## src/rtl/rvee_alu_pkg.sv

```systemverilog
// Shared RVee ALU definitions: datapath width and the funct3-encoded ALU op set.
package rvee_alu_pkg;

  localparam int unsigned XLEN = 32;

  typedef enum logic [2:0] {
    ALU_ADD  = 3'd0,
    ALU_SLL  = 3'd1,
    ALU_SLT  = 3'd2,
    ALU_SLTU = 3'd3,
    ALU_XOR  = 3'd4,
    ALU_SRL  = 3'd5,
    ALU_OR   = 3'd6,
    ALU_AND  = 3'd7
  } alu_op_e;

endpackage

```

## src/rtl/rvee_dec_pkg.sv

```systemverilog
// Decode-stage definitions: RV32I opcode/funct7 constants and the decoded ALU bundle.
package rvee_dec_pkg;
  import rvee_alu_pkg::*;

  localparam logic [6:0] OPC_OP     = 7'b0110011;
  localparam logic [6:0] OPC_OP_IMM = 7'b0010011;
  localparam logic [6:0] OPC_LUI    = 7'b0110111;
  localparam logic [6:0] OPC_AUIPC  = 7'b0010111;

  localparam logic [6:0] F7_BASE = 7'b0000000;
  localparam logic [6:0] F7_ALT  = 7'b0100000;

  typedef struct packed {
    alu_op_e          op;
    logic [XLEN-1:0]  a;
    logic [XLEN-1:0]  b;
    logic             c;
    logic             msb_xor;
    logic             sra;
    logic [4:0]       rd;
    logic             we;
    logic             illegal;
  } dec_t;

  localparam int unsigned DEC_W = $bits(dec_t);

endpackage

```

## src/rtl/rvee_alu_dec_if.sv

```systemverilog
// Handshake/bus bundle between the register-read stage, the decoder and the ALU/EX stage.
interface rvee_alu_dec_if #(
  parameter int unsigned XLEN = 32
);
  logic            flush;
  logic            in_valid;
  logic            in_ready;
  logic [31:0]     in_insn;
  logic [XLEN-1:0] in_pc;
  logic [XLEN-1:0] in_rs1;
  logic [XLEN-1:0] in_rs2;
  logic            out_valid;
  logic            out_ready;
  logic [2:0]      out_op;
  logic [XLEN-1:0] out_a;
  logic [XLEN-1:0] out_b;
  logic            out_c;
  logic            out_msb_xor;
  logic            out_sra;
  logic [4:0]      out_rd;
  logic            out_we;
  logic            out_illegal;

  modport master (
    output flush, in_valid, in_insn, in_pc, in_rs1, in_rs2, out_ready,
    input  in_ready, out_valid, out_op, out_a, out_b, out_c, out_msb_xor,
           out_sra, out_rd, out_we, out_illegal
  );

  modport slave (
    input  flush, in_valid, in_insn, in_pc, in_rs1, in_rs2, out_ready,
    output in_ready, out_valid, out_op, out_a, out_b, out_c, out_msb_xor,
           out_sra, out_rd, out_we, out_illegal
  );
endinterface

```

## src/rtl/rvee_skid_buf.sv

```systemverilog
// Two-entry registered skid buffer; in_ready and out_valid both come straight from flops.
module rvee_skid_buf #(
  parameter int unsigned W = 8
) (
  input  logic         clk,
  input  logic         rst,
  input  logic         flush,
  input  logic         in_valid,
  output logic         in_ready,
  input  logic [W-1:0] in_data,
  output logic         out_valid,
  input  logic         out_ready,
  output logic [W-1:0] out_data
);

  typedef enum logic [1:0] {
    S_EMPTY = 2'd0,
    S_ONE   = 2'd1,
    S_TWO   = 2'd2
  } state_e;

  state_e       state_q, state_d;
  logic [W-1:0] head_q, head_d;
  logic [W-1:0] skid_q, skid_d;
  logic         in_ready_q, in_ready_d;
  logic         out_valid_q, out_valid_d;
  logic         in_fire, out_fire;

  always_ff @(posedge clk) begin
    if (rst) begin
      state_q     <= S_EMPTY;
      head_q      <= '0;
      skid_q      <= '0;
      in_ready_q  <= 1'b1;
      out_valid_q <= 1'b0;
    end else begin
      state_q     <= state_d;
      head_q      <= head_d;
      skid_q      <= skid_d;
      in_ready_q  <= in_ready_d;
      out_valid_q <= out_valid_d;
    end
  end

  // Head slot always drives the output; the skid slot only fills while the head is stalled.
  always_comb begin
    state_d  = state_q;
    head_d   = head_q;
    skid_d   = skid_q;
    in_fire  = in_valid & in_ready_q;
    out_fire = out_valid_q & out_ready;

    case (state_q)
      S_EMPTY: begin
        if (in_fire) begin
          state_d = S_ONE;
          head_d  = in_data;
        end
      end
      S_ONE: begin
        if (in_fire && out_fire) begin
          head_d = in_data;
        end else if (out_fire) begin
          state_d = S_EMPTY;
        end else if (in_fire) begin
          state_d = S_TWO;
          skid_d  = in_data;
        end
      end
      S_TWO: begin
        if (out_fire) begin
          state_d = S_ONE;
          head_d  = skid_q;
        end
      end
      default: state_d = S_EMPTY;
    endcase

    // Redirect discards everything, including a same-cycle input.
    if (flush) begin
      state_d = S_EMPTY;
      head_d  = '0;
      skid_d  = '0;
    end

    in_ready_d  = (state_d != S_TWO);
    out_valid_d = (state_d != S_EMPTY);
  end

  assign in_ready  = in_ready_q;
  assign out_valid = out_valid_q;
  assign out_data  = head_q;

endmodule

```

## src/rtl/rvee_alu_dec.sv

```systemverilog
// RV32I decode/operand stage feeding the RVee ALU through a 2-entry skid buffer.
// Define RVEE_ALU_DEC_UPPER_EN to decode LUI/AUIPC as ADD; otherwise they are illegal.
module rvee_alu_dec
  import rvee_alu_pkg::*;
  import rvee_dec_pkg::*;
#(
  parameter int unsigned XLEN = 32
) (
  input logic            clk,
  input logic            rst,
  rvee_alu_dec_if.slave  bus
);

  logic [6:0]      opcode;
  logic [4:0]      rd;
  logic [2:0]      f3;
  logic [6:0]      f7;
  logic [XLEN-1:0] i_imm;
  logic [XLEN-1:0] u_imm;
  logic [XLEN-1:0] a_v;
  logic [XLEN-1:0] b_orig;
  logic            legal;
  logic            is_sub;
  logic            is_sra;
  logic            is_cmp;
  logic            is_upper;
  logic            inv_b;
  dec_t            dec;
  dec_t            out_q;
  logic            unused_bits;

  assign opcode = bus.in_insn[6:0];
  assign rd     = bus.in_insn[11:7];
  assign f3     = bus.in_insn[14:12];
  assign f7     = bus.in_insn[31:25];
  assign i_imm  = XLEN'($signed(bus.in_insn[31:20]));
  assign u_imm  = XLEN'({bus.in_insn[31:12], 12'b0});

  // Register indices are consumed by the register file upstream, not here.
`ifdef RVEE_ALU_DEC_UPPER_EN
  assign unused_bits = ^bus.in_insn[19:15];
`else
  assign unused_bits = ^{bus.in_insn[19:15], bus.in_pc};
`endif

  // Classify the instruction and select raw operands.
  always_comb begin
    a_v      = '0;
    b_orig   = '0;
    legal    = 1'b0;
    is_sub   = 1'b0;
    is_sra   = 1'b0;
    is_upper = 1'b0;

    case (opcode)
      OPC_OP: begin
        a_v    = bus.in_rs1;
        b_orig = bus.in_rs2;
        legal  = (f7 == F7_BASE) ||
                 ((f7 == F7_ALT) && ((f3 == ALU_ADD) || (f3 == ALU_SRL)));
        is_sub = (f7 == F7_ALT) && (f3 == ALU_ADD);
        is_sra = (f7 == F7_ALT) && (f3 == ALU_SRL);
      end
      OPC_OP_IMM: begin
        a_v    = bus.in_rs1;
        b_orig = i_imm;
        case (f3)
          ALU_SLL: legal = (f7 == F7_BASE);
          ALU_SRL: begin
            legal  = (f7 == F7_BASE) || (f7 == F7_ALT);
            is_sra = (f7 == F7_ALT);
          end
          default: legal = 1'b1;
        endcase
      end
`ifdef RVEE_ALU_DEC_UPPER_EN
      OPC_LUI: begin
        b_orig   = u_imm;
        legal    = 1'b1;
        is_upper = 1'b1;
      end
      OPC_AUIPC: begin
        a_v      = bus.in_pc;
        b_orig   = u_imm;
        legal    = 1'b1;
        is_upper = 1'b1;
      end
`endif
      default: legal = 1'b0;
    endcase
  end

  // Pre-condition operands for the shared adder: subtract and compares use a + ~b + 1.
  always_comb begin
    is_cmp = !is_upper && ((f3 == ALU_SLT) || (f3 == ALU_SLTU));
    inv_b  = is_sub || is_cmp;

    dec         = '0;
    dec.op      = ALU_ADD;
    dec.rd      = rd;
    dec.illegal = !legal;
    if (legal) begin
      dec.op      = is_upper ? ALU_ADD : alu_op_e'(f3);
      dec.a       = a_v;
      dec.b       = inv_b ? ~b_orig : b_orig;
      dec.c       = inv_b;
      dec.msb_xor = is_cmp && (a_v[XLEN-1] ^ b_orig[XLEN-1]);
      dec.sra     = is_sra;
      dec.we      = (rd != 5'd0);
    end
  end

  rvee_skid_buf #(
    .W (DEC_W)
  ) u_skid (
    .clk       (clk),
    .rst       (rst),
    .flush     (bus.flush),
    .in_valid  (bus.in_valid),
    .in_ready  (bus.in_ready),
    .in_data   (dec),
    .out_valid (bus.out_valid),
    .out_ready (bus.out_ready),
    .out_data  (out_q)
  );

  assign bus.out_op      = out_q.op;
  assign bus.out_a       = out_q.a;
  assign bus.out_b       = out_q.b;
  assign bus.out_c       = out_q.c;
  assign bus.out_msb_xor = out_q.msb_xor;
  assign bus.out_sra     = out_q.sra;
  assign bus.out_rd      = out_q.rd;
  assign bus.out_we      = out_q.we;
  assign bus.out_illegal = out_q.illegal;

endmodule
```

## src/flat_wrapper.sv

```systemverilog
// flat-port wrapper written by rule: the top's interface ports become plain ports
module rvee_alu_dec_flat import rvee_alu_pkg::*; import rvee_dec_pkg::*;
#(
  parameter int unsigned XLEN = 32
)
  (clk, rst, bus_flush, bus_in_valid, bus_in_insn, bus_in_pc, bus_in_rs1, bus_in_rs2, bus_out_ready, bus_in_ready, bus_out_valid, bus_out_op, bus_out_a, bus_out_b, bus_out_c, bus_out_msb_xor, bus_out_sra, bus_out_rd, bus_out_we, bus_out_illegal);
  rvee_alu_dec_if #(.XLEN(XLEN)) bus_i ();
  input logic clk;
  input logic rst;
  input wire logic [$bits(bus_i.flush)-1:0] bus_flush;
  input wire logic [$bits(bus_i.in_valid)-1:0] bus_in_valid;
  input wire logic [$bits(bus_i.in_insn)-1:0] bus_in_insn;
  input wire logic [$bits(bus_i.in_pc)-1:0] bus_in_pc;
  input wire logic [$bits(bus_i.in_rs1)-1:0] bus_in_rs1;
  input wire logic [$bits(bus_i.in_rs2)-1:0] bus_in_rs2;
  input wire logic [$bits(bus_i.out_ready)-1:0] bus_out_ready;
  output wire logic [$bits(bus_i.in_ready)-1:0] bus_in_ready;
  output wire logic [$bits(bus_i.out_valid)-1:0] bus_out_valid;
  output wire logic [$bits(bus_i.out_op)-1:0] bus_out_op;
  output wire logic [$bits(bus_i.out_a)-1:0] bus_out_a;
  output wire logic [$bits(bus_i.out_b)-1:0] bus_out_b;
  output wire logic [$bits(bus_i.out_c)-1:0] bus_out_c;
  output wire logic [$bits(bus_i.out_msb_xor)-1:0] bus_out_msb_xor;
  output wire logic [$bits(bus_i.out_sra)-1:0] bus_out_sra;
  output wire logic [$bits(bus_i.out_rd)-1:0] bus_out_rd;
  output wire logic [$bits(bus_i.out_we)-1:0] bus_out_we;
  output wire logic [$bits(bus_i.out_illegal)-1:0] bus_out_illegal;
  assign bus_i.flush = bus_flush;
  assign bus_i.in_valid = bus_in_valid;
  assign bus_i.in_insn = bus_in_insn;
  assign bus_i.in_pc = bus_in_pc;
  assign bus_i.in_rs1 = bus_in_rs1;
  assign bus_i.in_rs2 = bus_in_rs2;
  assign bus_i.out_ready = bus_out_ready;
  assign bus_in_ready = bus_i.in_ready;
  assign bus_out_valid = bus_i.out_valid;
  assign bus_out_op = bus_i.out_op;
  assign bus_out_a = bus_i.out_a;
  assign bus_out_b = bus_i.out_b;
  assign bus_out_c = bus_i.out_c;
  assign bus_out_msb_xor = bus_i.out_msb_xor;
  assign bus_out_sra = bus_i.out_sra;
  assign bus_out_rd = bus_i.out_rd;
  assign bus_out_we = bus_i.out_we;
  assign bus_out_illegal = bus_i.out_illegal;
  rvee_alu_dec #(.XLEN(XLEN)) u_core (.clk(clk), .rst(rst), .bus(bus_i));
endmodule
```

## config.mk

```make
export PLATFORM = sky130hd
export DESIGN_NAME = rvee_alu_dec_flat
export DESIGN_NICKNAME = d
export VERILOG_FILES = /design/src/rtl/rvee_alu_pkg.sv /design/src/rtl/rvee_dec_pkg.sv /design/src/rtl/rvee_alu_dec_if.sv /design/src/rtl/rvee_skid_buf.sv /design/src/rtl/rvee_alu_dec.sv /design/src/flat_wrapper.sv
export SDC_FILE = /design/constraint.sdc
export NUM_CORES = 1
export LEC_CHECK = 0
export BUFFER_PORTS_ARGS = -buffer_cell sky130_fd_sc_hd__buf_2
export CORE_AREA = 4 4 133 135
export DETAILED_ROUTE_END_ITERATION = 16
export DIE_AREA = 0 0 137 139
export PLACE_DENSITY = 0.82
export SETUP_SLACK_MARGIN = 0.1
export SYNTH_ARGS = -nofsm -noshare
export SYNTH_HDL_FRONTEND = slang
export SYNTH_SLANG_ARGS = --single-unit
```

## constraint.sdc

```tcl
create_clock -name clk -period 2.73 [get_ports clk]
set_input_delay 0.273 -clock clk [delete_from_list [all_inputs] [get_ports clk]]
set_output_delay 0.273 -clock clk [all_outputs]
set_load 0.05 [all_outputs]
```

==> flow_summary_export.csv <==
group,metric,value,unit
finish,final_common_cell,"buf_2",
clock_network,cts_resized,0,
route,dr_wl_met3,1.83,mm
worst_hold_path,holdCritPathClass,"primary input to flop",
clock_network,cts_tree,"built",
worst_setup_path,slowest_stage,"or4_4",
route,initialDrtViolationCount,514,
worst_setup_path,crit_path_start,"bus_in_insn[26]",
worst_setup_path,cp_max_fo,9,
grt,first_global_vias,7141,
grt,overflow,0,
worst_setup_path,reg2reg_from,"u_core.u_skid.state_q[0]",
synth,async_flop_share,0,%
flow_run,drv_cap,0,
grt,antenna_found_initial,3,
timing,whs,93.9,ps
die,core,16500,sq um
worst_setup_path,cp_slowest_stage_delay,550,ps
clock_network,clock_sinks,158,
die,io_pins,212,
clock_network,path_clk_slew,70,ps
route,wire_per_inst,17.2,um
die,rows,47,
route,avgViaCountPerCell,5.85,
timing,worst_slew_pin_slew,586,ps
route,wl_met2,10.3,mm
synth,synthTopCellsByArea,"dfxtp_1 42%, nor2_1 6.6%, a21oi_1 5.6%, a221oi_1 4.4%, mux2i_1 4.1%",
route,route.detailed.drc,0,
synth,ys_ff_latch,158,
synth,synth_nets,1037,
power,power_density,615,nW/um^2
grt,grt_max_degree,55,
synth,syn_avg_cell_area,8.33,sq um
route,first_pass_iters,5,
worst_hold_path,hold_start,"bus_in_rs1[12]",
clock_network,cts_max_level,4,
route,finalWirelength,21.8,mm
die,die_x,137,um
finish,area.growth.synth_to_final,23.7,%
finish,final_nets,1167,
finish,drive_above_1_share,26.6,%
route,ant_nets,0,
timing,final.setup.tns,0,ps
timing,finClkSkew,8.49,ps
run_status,status,"finished clean",
timing,period_needed,2220,ps
route,dr.max_layer_used,"met5",
finish,final_cell_area,9320,sq um
worst_setup_path,worstPathCellList,"buf_2, or4_4, or4_1, or2_1, buf_4, o21ai_2, nand2_1, a32o_1",
clock_network,numCtsBuffers,17,
placed_design,gp_congestion,0.843,
die,die_area,19000,sq um
synth,syn_inst,904,
timing,finalCritPeriodShare,81.4,%
timing,clock.fmax,450,MHz
worst_setup_path,cp-end-kind,"flop",
timing,rsz0062_at_grt,"no",
power,irDropWorstVdd,0.417,mV
synth,syn-cell-area,7530,sq um
power,p_leak,0.00379,uW
clock_network,cts_setup_buffers,0,
clock_network,clockBufferDepth,2,
worst_setup_path,crit_required,3050,ps
synth,yosysWarnings,0,
route,vias,7435,
synth,ys_seq_area_share,42.0,%
synth,synth_area_leader_cell,"dfxtp_1",
clock_network,ctsHoldBuffers,0,
worst_setup_path,cp_data_arrival_time,2540,ps
die,initial_core_util,45.8,%
grt,grtUsageTotal,22.2,%
timing,finalMaxSlewViolations,0,
route,drt-met1-wl,9.18,mm
worst_setup_path,cp-start-kind,"primary input",
placed_design,dp_hpwl,14.2,mm
clock_network,clkLatencyLatePin,420,ps
synth,synth_edf_count,0,
synth,yosysTopAreaCellShare,42.0,%
clock_network,root_buffer,"clkbuf_16",
worst_setup_path,criticalPathCategory,"primary input to flop",
finish,final_cell_mix,"174 x buf_2, 158 x dfxtp_1, 132 x nor2_1, 84 x a21oi_1, 80 x nand2_1",
placed_design,place_area,8680,sq um
die,chipHeight,139,um
timing,finalHoldViolCount,0,
finish,fillers,1484,
timing,setup_viol_count_final,0,
placed_design,io_buffers,174,
timing,max_slew_margin,61.0,%
grt,grt_pass1_wl,34.8,mm
synth,synth_ff_type,"dfxtp_1",
synth,synthDistinctLibCells,50,
power,total_power,5730,uW
## logic make-up (layout without fill, tap and decap cells)
logic type | Yosys count | in the layout | share of synthesized area, %
other | 0 | 3 | 0
multiplexers | 32 | 32 | 4.27
buffers and inverters | 96 | 239 | 5.23
flip-flops | 158 | 158 | 42.0
AO/OA/AOI/OAI | 320 | 320 | 29.4
XOR/XNOR | 32 | 32 | 3.72
AND/OR/NAND/NOR | 266 | 266 | 15.4
## worst max-delay path, delay by kind of cell
family | cells | cell delay, ps
buffers and inverters | 2 | 350
and+or+nand+nor | 4 | 1530
AOI/OAI and AO/OA | 2 | 390
## flip-flops by register name (all words and copies together), names as in the netlist
register                 cells
u_core.u_skid.out_valid      1
u_core.u_skid.state_q        2
u_core.u_skid.out_data      77
u_core.u_skid.skid_q        77
u_core.u_skid.in_ready       1
## cells in the mapped netlist (all sizes together) (4+ instances only)
cell    number
a21oi       94
o221a       12
a311oi       5
or3         20
a221oi      38
buf         15
nand2       81
a32oi       19
o211ai      20
o21ai       72
clkbuf      80
nor4         6
mux2i       31
nor2b        5
or2          4
xor2        31
a32o        12
a22oi       40
dfxtp      158
nor2       133
## final timing paths
path | endpoint | slack, ps | cells past startpoint
worst min-delay path | u_core.u_skid.skid_q[54] | 90 | 3
worst min register to register | u_core.u_skid.skid_q[3] | 460 | 2
worst max register to register | u_core.u_skid.out_data[73] | 510 | 6
worst max-delay path | u_core.u_skid.skid_q[15] | 510 | 8
## metrics by stage
| stage | worst slack [ps] | utilization [%] | std cells |
|---|---|---|---|
| 6_report | 508 | 56.6 | 1270 |
| 5_1_grt | 273 | 56.6 | 1269 |
| 4_1_cts | 533 | 56.5 | 1267 |
| 3_5_place_dp | 78.4 | 52.7 | 1235 |
| 3_3_place_gp | 131 | 52.7 | 1235 |
| 2_1_floorplan | 423 | - | 904 |
## layout make-up
class                      count  area, sq um  share of cell area [%]
multi-input combinational    650         4050                    43.5
sequential                   158         3160                    33.9
timing repair buffer         206         1190                    12.7
clock buffer                  18          439                    4.71
tap                          220          275                    2.95
clock inverter                14          193                    2.07
antenna                        3         7.51                  0.0806
inverter                       1         3.75                  0.0403
## routing by layer
| metal | up-vias | track usage (%) |
|---|---|---|
| met3 | 43 | 5.44 |
| met5 | - | 0 |
| met4 | 2 | 9.19 |
| met1 | 3516 | 28.2 |
| li1 | 3570 | - |
| met2 | 304 | 35.9 |
## where the power goes
| part | switching, uW | internal [uW] | leakage [uW] | total (uW) |
|---|---|---|---|---|
| sequential | 27.1 | 2360 | 0.00128 | 2380 |
| combinational | 547 | 253 | 0.00220 | 801 |
| clock | 1040 | 1500 | 0.000309 | 2550 |
Power figures use the tool's default switching activity.
